[src/rtl/mv_pkg.sv]
// Shared motion-vector definitions: field widths, MV component slicing and
// the fetch-generator state encoding.
package mv_pkg;

  localparam int MV_W      = 8;
  localparam int MV_COMP_W = 4;
  localparam int FRAC_W    = 2;

  typedef enum logic [1:0] {
    ST_IDLE = 2'd0,
    ST_LOAD = 2'd1,
    ST_SCAN = 2'd2,
    ST_FIN  = 2'd3
  } state_e;

  function automatic logic [MV_COMP_W-1:0] mv_horiz(input logic [MV_W-1:0] mv);
    return mv[MV_W-1 -: MV_COMP_W];
  endfunction

  function automatic logic [MV_COMP_W-1:0] mv_vert(input logic [MV_W-1:0] mv);
    return mv[MV_COMP_W-1:0];
  endfunction

endpackage

[src/rtl/mv_comp_decode.sv]
// Splits one signed quarter-pel MV component into integer/fractional parts
// plus the filter pre-roll and window extension it implies.
module mv_comp_decode
  import mv_pkg::*;
#(
  parameter int TAPS  = 8,
  parameter int EXT_W = $clog2(TAPS)
) (
  input  logic [MV_COMP_W-1:0] comp_i,
  output logic [MV_COMP_W-1:0] int_o,
  output logic [FRAC_W-1:0]    frac_o,
  output logic [EXT_W-1:0]     pre_o,
  output logic [EXT_W-1:0]     ext_o
);

  logic has_frac;

  assign int_o    = $signed(comp_i) >>> FRAC_W;
  assign frac_o   = comp_i[FRAC_W-1:0];
  assign has_frac = |frac_o;

  // A fractional phase needs TAPS-1 extra pixels, TAPS/2-1 of them before the block.
  assign ext_o = has_frac ? EXT_W'(TAPS - 1)     : '0;
  assign pre_o = has_frac ? EXT_W'(TAPS / 2 - 1) : '0;

endmodule

[src/rtl/mv_ref_fetch_gen.sv]
// Reference-window fetch address generator: captures one MV per block and
// scans the interpolation window in raster order, clamped to the frame.
//
// state | meaning
// IDLE  | waiting for an MV, MV_READY high
// LOAD  | decode captured MV, latch window origin/size and phases
// SCAN  | present one clamped (x, y) per accepted beat
// FIN   | DONE pulse, then back to IDLE
module mv_ref_fetch_gen
  import mv_pkg::*;
#(
  parameter int BLK_W   = 8,
  parameter int BLK_H   = 8,
  parameter int TAPS    = 8,
  parameter int FRAME_W = 64,
  parameter int FRAME_H = 64,
  parameter int COORD_W = 7
) (
  input  logic               CLK,
  input  logic               RST_SYNC,
  input  logic [MV_W-1:0]    MV_IN,
  input  logic [COORD_W-1:0] BLK_X,
  input  logic [COORD_W-1:0] BLK_Y,
  input  logic               MV_VALID,
  output logic               MV_READY,
  output logic [FRAC_W-1:0]  FRAC_X,
  output logic [FRAC_W-1:0]  FRAC_Y,
  output logic [COORD_W-1:0] ADDR_X,
  output logic [COORD_W-1:0] ADDR_Y,
  output logic               ADDR_VALID,
  input  logic               ADDR_READY,
  output logic               DONE
);

  localparam int EXT_W   = $clog2(TAPS);
  localparam int SW      = COORD_W + 2;
  localparam int CNT_X_W = $clog2(BLK_W + TAPS);
  localparam int CNT_Y_W = $clog2(BLK_H + TAPS);

  localparam logic signed [SW-1:0] X_MAX = SW'(FRAME_W - 1);
  localparam logic signed [SW-1:0] Y_MAX = SW'(FRAME_H - 1);

  state_e                     state_q;
  logic [MV_W-1:0]            mv_q;
  logic [COORD_W-1:0]         blk_x_q, blk_y_q;
  logic [FRAC_W-1:0]          frac_x_q, frac_y_q;
  logic signed [SW-1:0]       start_x_q, start_y_q;
  logic [CNT_X_W-1:0]         last_col_q, col_q;
  logic [CNT_Y_W-1:0]         last_row_q, row_q;
  logic                       mv_ready_q, addr_valid_q, done_q;

  logic [MV_COMP_W-1:0]       comp_x, comp_y, int_x, int_y;
  logic [FRAC_W-1:0]          frac_x, frac_y;
  logic [EXT_W-1:0]           pre_x, pre_y, ext_x, ext_y;
  logic signed [SW-1:0]       start_x_d, start_y_d;
  logic [CNT_X_W-1:0]         last_col_d;
  logic [CNT_Y_W-1:0]         last_row_d;
  logic signed [SW-1:0]       raw_x, raw_y;
  logic                       beat_acc;

  assign comp_x = mv_horiz(mv_q);
  assign comp_y = mv_vert(mv_q);

  mv_comp_decode #(.TAPS(TAPS), .EXT_W(EXT_W)) u_dec_x (
    .comp_i (comp_x),
    .int_o  (int_x),
    .frac_o (frac_x),
    .pre_o  (pre_x),
    .ext_o  (ext_x)
  );

  mv_comp_decode #(.TAPS(TAPS), .EXT_W(EXT_W)) u_dec_y (
    .comp_i (comp_y),
    .int_o  (int_y),
    .frac_o (frac_y),
    .pre_o  (pre_y),
    .ext_o  (ext_y)
  );

  // Window origin may go negative or past the frame; clamping happens per beat.
  assign start_x_d = $signed(SW'(blk_x_q)) + SW'($signed(int_x)) - $signed(SW'(pre_x));
  assign start_y_d = $signed(SW'(blk_y_q)) + SW'($signed(int_y)) - $signed(SW'(pre_y));

  assign last_col_d = CNT_X_W'(BLK_W - 1) + CNT_X_W'(ext_x);
  assign last_row_d = CNT_Y_W'(BLK_H - 1) + CNT_Y_W'(ext_y);

  assign raw_x = start_x_q + $signed(SW'(col_q));
  assign raw_y = start_y_q + $signed(SW'(row_q));

  function automatic logic [COORD_W-1:0] clamp(input logic signed [SW-1:0] raw,
                                               input logic signed [SW-1:0] lim);
    if (raw[SW-1]) begin
      return '0;
    end else if (raw > lim) begin
      return lim[COORD_W-1:0];
    end
    return raw[COORD_W-1:0];
  endfunction

  assign beat_acc = addr_valid_q && ADDR_READY;

  always_ff @(posedge CLK) begin
    if (RST_SYNC) begin
      state_q      <= ST_IDLE;
      mv_q         <= '0;
      blk_x_q      <= '0;
      blk_y_q      <= '0;
      frac_x_q     <= '0;
      frac_y_q     <= '0;
      start_x_q    <= '0;
      start_y_q    <= '0;
      last_col_q   <= '0;
      last_row_q   <= '0;
      col_q        <= '0;
      row_q        <= '0;
      mv_ready_q   <= 1'b0;
      addr_valid_q <= 1'b0;
      done_q       <= 1'b0;
    end else begin
      case (state_q)
        ST_IDLE: begin
          if (MV_VALID && mv_ready_q) begin
            mv_q       <= MV_IN;
            blk_x_q    <= BLK_X;
            blk_y_q    <= BLK_Y;
            mv_ready_q <= 1'b0;
            state_q    <= ST_LOAD;
          end else begin
            mv_ready_q <= 1'b1;
          end
        end
        ST_LOAD: begin
          frac_x_q     <= frac_x;
          frac_y_q     <= frac_y;
          start_x_q    <= start_x_d;
          start_y_q    <= start_y_d;
          last_col_q   <= last_col_d;
          last_row_q   <= last_row_d;
          col_q        <= '0;
          row_q        <= '0;
          addr_valid_q <= 1'b1;
          state_q      <= ST_SCAN;
        end
        ST_SCAN: begin
          if (beat_acc) begin
            if (col_q == last_col_q) begin
              col_q <= '0;
              if (row_q == last_row_q) begin
                addr_valid_q <= 1'b0;
                done_q       <= 1'b1;
                state_q      <= ST_FIN;
              end else begin
                row_q <= row_q + 1'b1;
              end
            end else begin
              col_q <= col_q + 1'b1;
            end
          end
        end
        ST_FIN: begin
          done_q     <= 1'b0;
          mv_ready_q <= 1'b1;
          state_q    <= ST_IDLE;
        end
        default: begin
          state_q <= ST_IDLE;
        end
      endcase
    end
  end

  assign MV_READY   = mv_ready_q;
  assign FRAC_X     = frac_x_q;
  assign FRAC_Y     = frac_y_q;
  assign ADDR_X     = clamp(raw_x, X_MAX);
  assign ADDR_Y     = clamp(raw_y, Y_MAX);
  assign ADDR_VALID = addr_valid_q;
  assign DONE       = done_q;

endmodule

[config.mk]
export PLATFORM = sky130hd
export DESIGN_NAME = mv_ref_fetch_gen
export DESIGN_NICKNAME = d
export VERILOG_FILES = /design/src/rtl/mv_pkg.sv /design/src/rtl/mv_comp_decode.sv /design/src/rtl/mv_ref_fetch_gen.sv
export SDC_FILE = /design/constraint.sdc
export NUM_CORES = 1
export LEC_CHECK = 0
export BUFFER_PORTS_ARGS = -buffer_cell sky130_fd_sc_hd__buf_2
export CAP_MARGIN = 30
export CORE_ASPECT_RATIO = 1.25
export CORE_MARGIN = 10
export CORE_UTILIZATION = 30
export CTS_CLUSTER_DIAMETER = 80
export CTS_CLUSTER_SIZE = 30
export DETAILED_ROUTE_END_ITERATION = 8
export GPL_ROUTABILITY_DRIVEN = 1
export PLACE_DENSITY = 0.55
export SLEW_MARGIN = 20
export SYNTH_ARGS = -nofsm -noshare
export SYNTH_HDL_FRONTEND = slang
export SYNTH_HIERARCHICAL = 1
export SYNTH_SLANG_ARGS = --single-unit
[constraint.sdc]
create_clock -name CLK -period 3.96 [get_ports CLK]
set_input_delay 0.198 -clock CLK [delete_from_list [all_inputs] [get_ports CLK]]
set_output_delay 0.198 -clock CLK [all_outputs]
set_load 0.01 [all_outputs]
After elaboration in Yosys (flattened, before gate mapping) --
Cells that the tools add are included.
Word-level totals: flip-flop bits (word level) 65, input port bits 26, output and inout port bits 21
Cells by class: $add $sub $neg 10, $lt $le $gt $ge 2, eq/ne operators 10, multiplexer cells 36, reduce and logical (&&, ||, !) cells 14
Operators by type and width (number):
- 7-bit two-way mux | 6
- 4-bit two-way mux | 5
- 8-bit by 2-bit adder with 9-bit output | 2
- 9-bit by 5-bit adder with 9-bit output | 2
- 9-bit by 7-bit > comparator with 1-bit output, second input constant | 2
- 9-bit by 4-bit subtractor with 9-bit output | 2
- 4-bit case mux with 2 select lines | 2
- 4-bit AND reduction | 4
- 2-bit two-way mux | 6
- 1-bit two-way mux | 11
- 2-bit != test, second input constant | 5
- 3-bit by 3-bit adder with 4-bit output, first input constant | 2
- 4-bit by 1-bit adder with 4-bit output, second input constant | 2
- 4-bit equality test | 2
- 2-bit case mux with 4 select lines | 1
- 3-bit two-way mux | 2
- 1-bit case mux with 2 select lines | 3
- 2-bit nonzero test | 3
- 2-bit equality test, second input constant | 2
- 2-bit AND reduction | 2
- 2-bit OR reduction | 2
- 2-bit by 1-bit equality test with 1-bit output, second input constant | 1
- 1-bit logical AND | 2
- 2-bit logical NOT | 1

Depth between registers and ports, before layout --
word-level depth 5, gate-level depth with buffers 12, mapped depth without buffers 11

By module --
The synthesis kept the hierarchy.
By module, submodules not included:
- mv_ref_fetch_gen | times used 1, cells each 520, area each 4281.6 um2, seq. area each 1301.2 um2
- mv_comp_decode | times used 2, cells each 14, area each 100.1 um2, seq. area each 0.0 um2

Least setup slack after synthesis --
Ideal clock, no wire load.
path type register to register, from reg mv_q[5], to reg start_x_q[6], library setup time 60 ps, arrival time 2509 ps, data required time 3900 ps, setup slack 1391 ps, stages on the path, launching flop included 10, buffers on the path 1, clock period less this slack 2569 ps, path through dfxtp_1 > or2_1 > buf_4 > fa_1 > fa_1 > nor2b_1 > o21a_1 > o211ai_1 > a2111oi_0 > a311o_1
Between the ends: longest elaborated chain between the ends 3
RTL lines:
- from (decl) | RTL line mv_ref_fetch_gen.sv:44 | logic [MV_W-1:0] mv_q;
- from (signal assigned) | RTL line mv_ref_fetch_gen.sv:105 | mv_q <= '0;
- from (signal assigned) | RTL line mv_ref_fetch_gen.sv:123 | mv_q <= MV_IN;
- 2-bit OR reduction | RTL line mv_comp_decode.sv:20 | assign has_frac = |frac_o;
- named net u_dec_x.has_frac | RTL line mv_comp_decode.sv:16 | logic has_frac;
- 2-bit two-way mux | RTL line mv_comp_decode.sv:24 | assign pre_o = has_frac ? EXT_W'(TAPS / 2 - 1) : '0;
- named net pre_x[1] | RTL line mv_ref_fetch_gen.sv:54 | logic [EXT_W-1:0] pre_x, pre_y, ext_x, ext_y;
- 9-bit by 4-bit subtractor with 9-bit output | RTL line mv_ref_fetch_gen.sv:81 | assign start_x_d = $signed(SW'(blk_x_q)) + SW'($signed(int_x)) - $signed(SW'(pre_x));
- to (signal assigned) | RTL line mv_ref_fetch_gen.sv:135 | start_x_q <= start_x_d;
- to (decl) | RTL line mv_ref_fetch_gen.sv:47 | logic signed [SW-1:0] start_x_q, start_y_q;
The timed path passes the listed nets, and every way through them passes these cells. A chain may end at the register's enable or synchronous reset.

Worst setup path in the final report --
from reg row_q[0], to out ADDR_Y[3]
Between the ends: longest elaborated chain between the ends 5
RTL lines:
- from (decl) | RTL line mv_ref_fetch_gen.sv:49 | logic [CNT_Y_W-1:0] last_row_q, row_q;
- from (signal assigned) | RTL line mv_ref_fetch_gen.sv:153 | row_q <= row_q + 1'b1;
- 9-bit by 5-bit adder with 9-bit output * | RTL line mv_ref_fetch_gen.sv:88 | assign raw_y = start_y_q + $signed(SW'(row_q));
- 9-bit by 7-bit > comparator with 1-bit output | RTL line mv_ref_fetch_gen.sv:94 | end else if (raw > lim) begin
- 1-bit two-way mux | RTL line mv_ref_fetch_gen.sv:94
- 1-bit two-way mux | RTL line mv_ref_fetch_gen.sv:92 | if (raw[SW-1]) begin
- 7-bit two-way mux * | RTL line mv_ref_fetch_gen.sv:97 | return raw[COORD_W-1:0];
- to (decl) | RTL line mv_ref_fetch_gen.sv:29 | output logic [COORD_W-1:0] ADDR_Y,
Every way passes the cells marked *; elsewhere a longest branch is shown, timed or not.

==> metrics.md <==
| Metric | Value |
|---|---|
| Status | `completed` |
| Cell Count, Final, Fillers Out | `740` |
| Area grow syn2layout | `10.7%` |
| CTS buffer count | `9` |
| Final ANT Viol Nets | `0` |
| Port bufs | `between 40 and 50` |
| Final Hold Fails | `0` |
| Slowest CP cell | `dfxtp_1` |
| Cell family with most CP delay | `adder cells` |
| Yosys warning count | `6` |
| Final worst setup slack | `1.07 ns` |
| Final Skew | `0.00443 ns` |
| Crit-path cells | `ha_1, inv_1, fa_1, nor2b_1, o31a_1, and3_1, o22a_1, mux2i_1, buf_2` |
| Number of synthesized flops with an enable pin | `0` |
| Initial Utilization | `0.308` |
| Synth Area per Inst | `8.18 um2` |
| Worst skew pair latency | `0.33 ns` |
| Cells after Synth | `548` |
| CTS tree | `yes` |
| Nets@finish | `~640` |
| Slew headroom | `0.410` |
| Via/cell ratio | `roughly 4.8` |
| Unrepaired setup endpoints after global routing | `no` |
| Clk buf depth | `2` |
| Initial DRC count | `around 150` |
| Dpl hpwl | `between 7000 and 8000 um` |
| Clock Sinks | `65` |
| Die area | `20300 um2` |
| TNS Setup | `0 ns` |
| Crit end category | `primary output` |
| P per Cell Area | `716 nW/um2` |
| Fillers | `~1500` |
| Setup violators final | `0` |
| Period utilisation layout | `0.730` |
| Post-synth top flop | `dfxtp_1` |
| Crit-path max cell delay | `0.45 ns` |
| Critical path buffers and inverters | `2` |
| Synth cell types | `50` |
| Detailed-route wire length | `9590 um` |
| Vias in the first global route | `3495` |
| Core Box Area | `about 15000 um2` |
| Mapped Area | `~4500 um2` |
| H-tree depth | `3` |
| Dpl cells | `725` |
| Final min period | `2.89 ns` |
| Ports | `47` |
| GRT Util Overall | `0.0985` |
| GR Overflow Total | `0` |
| Leakage dissipation | `about 2.2 nW` |
| Postcts setup bufs | `0` |
| DR pass1 iterations | `4` |
| CP Class | `reg -> out` |
| Fin. max-slew vios | `0` |
| Most frequent cell after synthesis | `dfxtp_1` |
| Vias | `3518` |
| Cell taking the most area after synthesis | `dfxtp_1` |
| Synth async-reset ratio | `0` |
| Max Cap Viol | `0` |
| Die Ht | `157 um` |
| CTS root buffer | `clkbuf_16` |
| CP max FO | `6` |
| Fmax achieved | `approximately 0.35 GHz` |
| Share of layout cells above drive strength 1 | `0.116` |
| Crit path DAT | `2.69 ns` |
| Cts repair resizes | `0` |
| RD Place Congestion | `0.759` |
| Data required time of the worst path | `3.76 ns` |
| Hold WC Path Type | `in -> reg` |
| Initial antenna violation count | `0` |
| Place WS | `around 1.3 ns` |
| Most frequent cells after synthesis | `dfxtp_1 (65), nand2_1 (63), inv_1 (60)` |
| Rows | `49` |
| Core occupancy in the finished layout | `0.342` |
| Worst slew pin tran | `0.882 ns` |
| Largest net degree at the start of global routing | `39` |
| Flip-flop and latch count after synthesis | `65` |
| Startpoint types | `register` |
| Antenna Cells | `0` |
| Die Width | `129 um` |
| Pwr Total | `0.00355 W` |
| Yosys top cell area share | `0.290` |
| Hold Buf Count CTS | `0` |
| Max IR drop VDD | `roughly 260 uV` |
| Remaining DRCs | `0` |
| DR WL/cell | `13.0 um` |
| Worst-path clk slew | `0.05 ns` |
| Sequential area share after synthesis | `0.290` |
| First-pass GRT wire length | `16300 um` |
| Synth top area cells | `dfxtp_1 (29%), ha_1 (12%), nand2_1 (5.3%)` |
[cell families after synthesis]
| logic type | share of synthesized area |
|---|---|
| flops | 0.290 |
| fa+ha+maj | 0.162 |
| other cells | 0.00251 |
| compound gates | 0.168 |
| buf+inv | 0.112 |
| simple gates | 0.171 |
| xor+xnor | 0.0489 |
| mux | 0.0447 |
[metrics by stage]
step / area (um2) / hold slack, ns
finish: 4960 / 0.103
global route: 4960 / 0.0983
CTS: 4960 / 0.0899
detailed placement: 4670 / 0.445
global placement: 4670 / 0.439
floorplan: 4490 / 0.334
[flip-flops by register name, indices dropped and copies added (netlist names)]
register    cells
last_col_q      4
DONE            1
FRAC_X          2
start_y_q       9
ADDR_VALID      1
blk_x_q         7
col_q           4
row_q           4
state_q         2
FRAC_Y          2
MV_READY        1
blk_y_q         7
last_row_q      4
start_x_q       9
mv_q            8
[power breakdown]
part / leakage, nW / internal, W / switching (W)
Sequential: 0.529 / 0.000810 / 0.000140
Clock: 0.148 / 0.000516 / 0.000277
Combinational: 1.53 / 0.000810 / 0.00100
Total: 2.20 / 0.00214 / 0.00142
[placed cells by master (no fill, tap or decap), drive strengths merged, types with 9 or more instances in the layout]
cell type,count
xor2,16
nor2,31
xnor2,9
a211oi,16
buf,46
fa,10
ha,42
inv,60
nand2,63
clkbuf,12
nand3,10
mux2i,20
o21ai,10
dfxtp,65
a21oi,44
nor3,13
and3,11
[final timing paths]
check,startpoint,endpoint,slack [ns],depth (start not counted)
hold / removal,BLK_X[3],blk_x_q[3],0.10,3
setup / recovery,row_q[0],ADDR_Y[3],1.07,9
hold reg to reg,blk_y_q[5],blk_y_q[5],0.45,2
setup reg to reg,mv_q[5],start_x_q[6],1.24,8
[worst min-delay path, delay by kind of cell]
| family | cells | cell delay (ns) |
|---|---|---|
| AND/OR/NAND/NOR | 1 | 0.04 |
| buffers and inverters | 1 | 0.10 |
| AO/OA/AOI/OAI | 1 | 0.05 |
[final cells by class]
class	count	area [um2]	area share
multi-input cells	376	2680	0.540
flip-flops and latches	65	1300	0.262
clock buffers	12	256	0.0517
repair buffers	46	235	0.0474
inverters	60	225	0.0454
well taps	178	223	0.0449
clock inverters	3	40.0	0.00807
[per-layer routing]
metal / track usage / up-vias / part of all wire
li1: - / 1853 / -
met1: 0.122 / 1596 / 0.49
met2: 0.155 / 56 / 0.45
met3: 0.0301 / 13 / 0.038
met4: 0.0396 / 0 / 0.019
met5: 0 / - / 0
No activity file was read; power rests on OpenSTA's default activity.
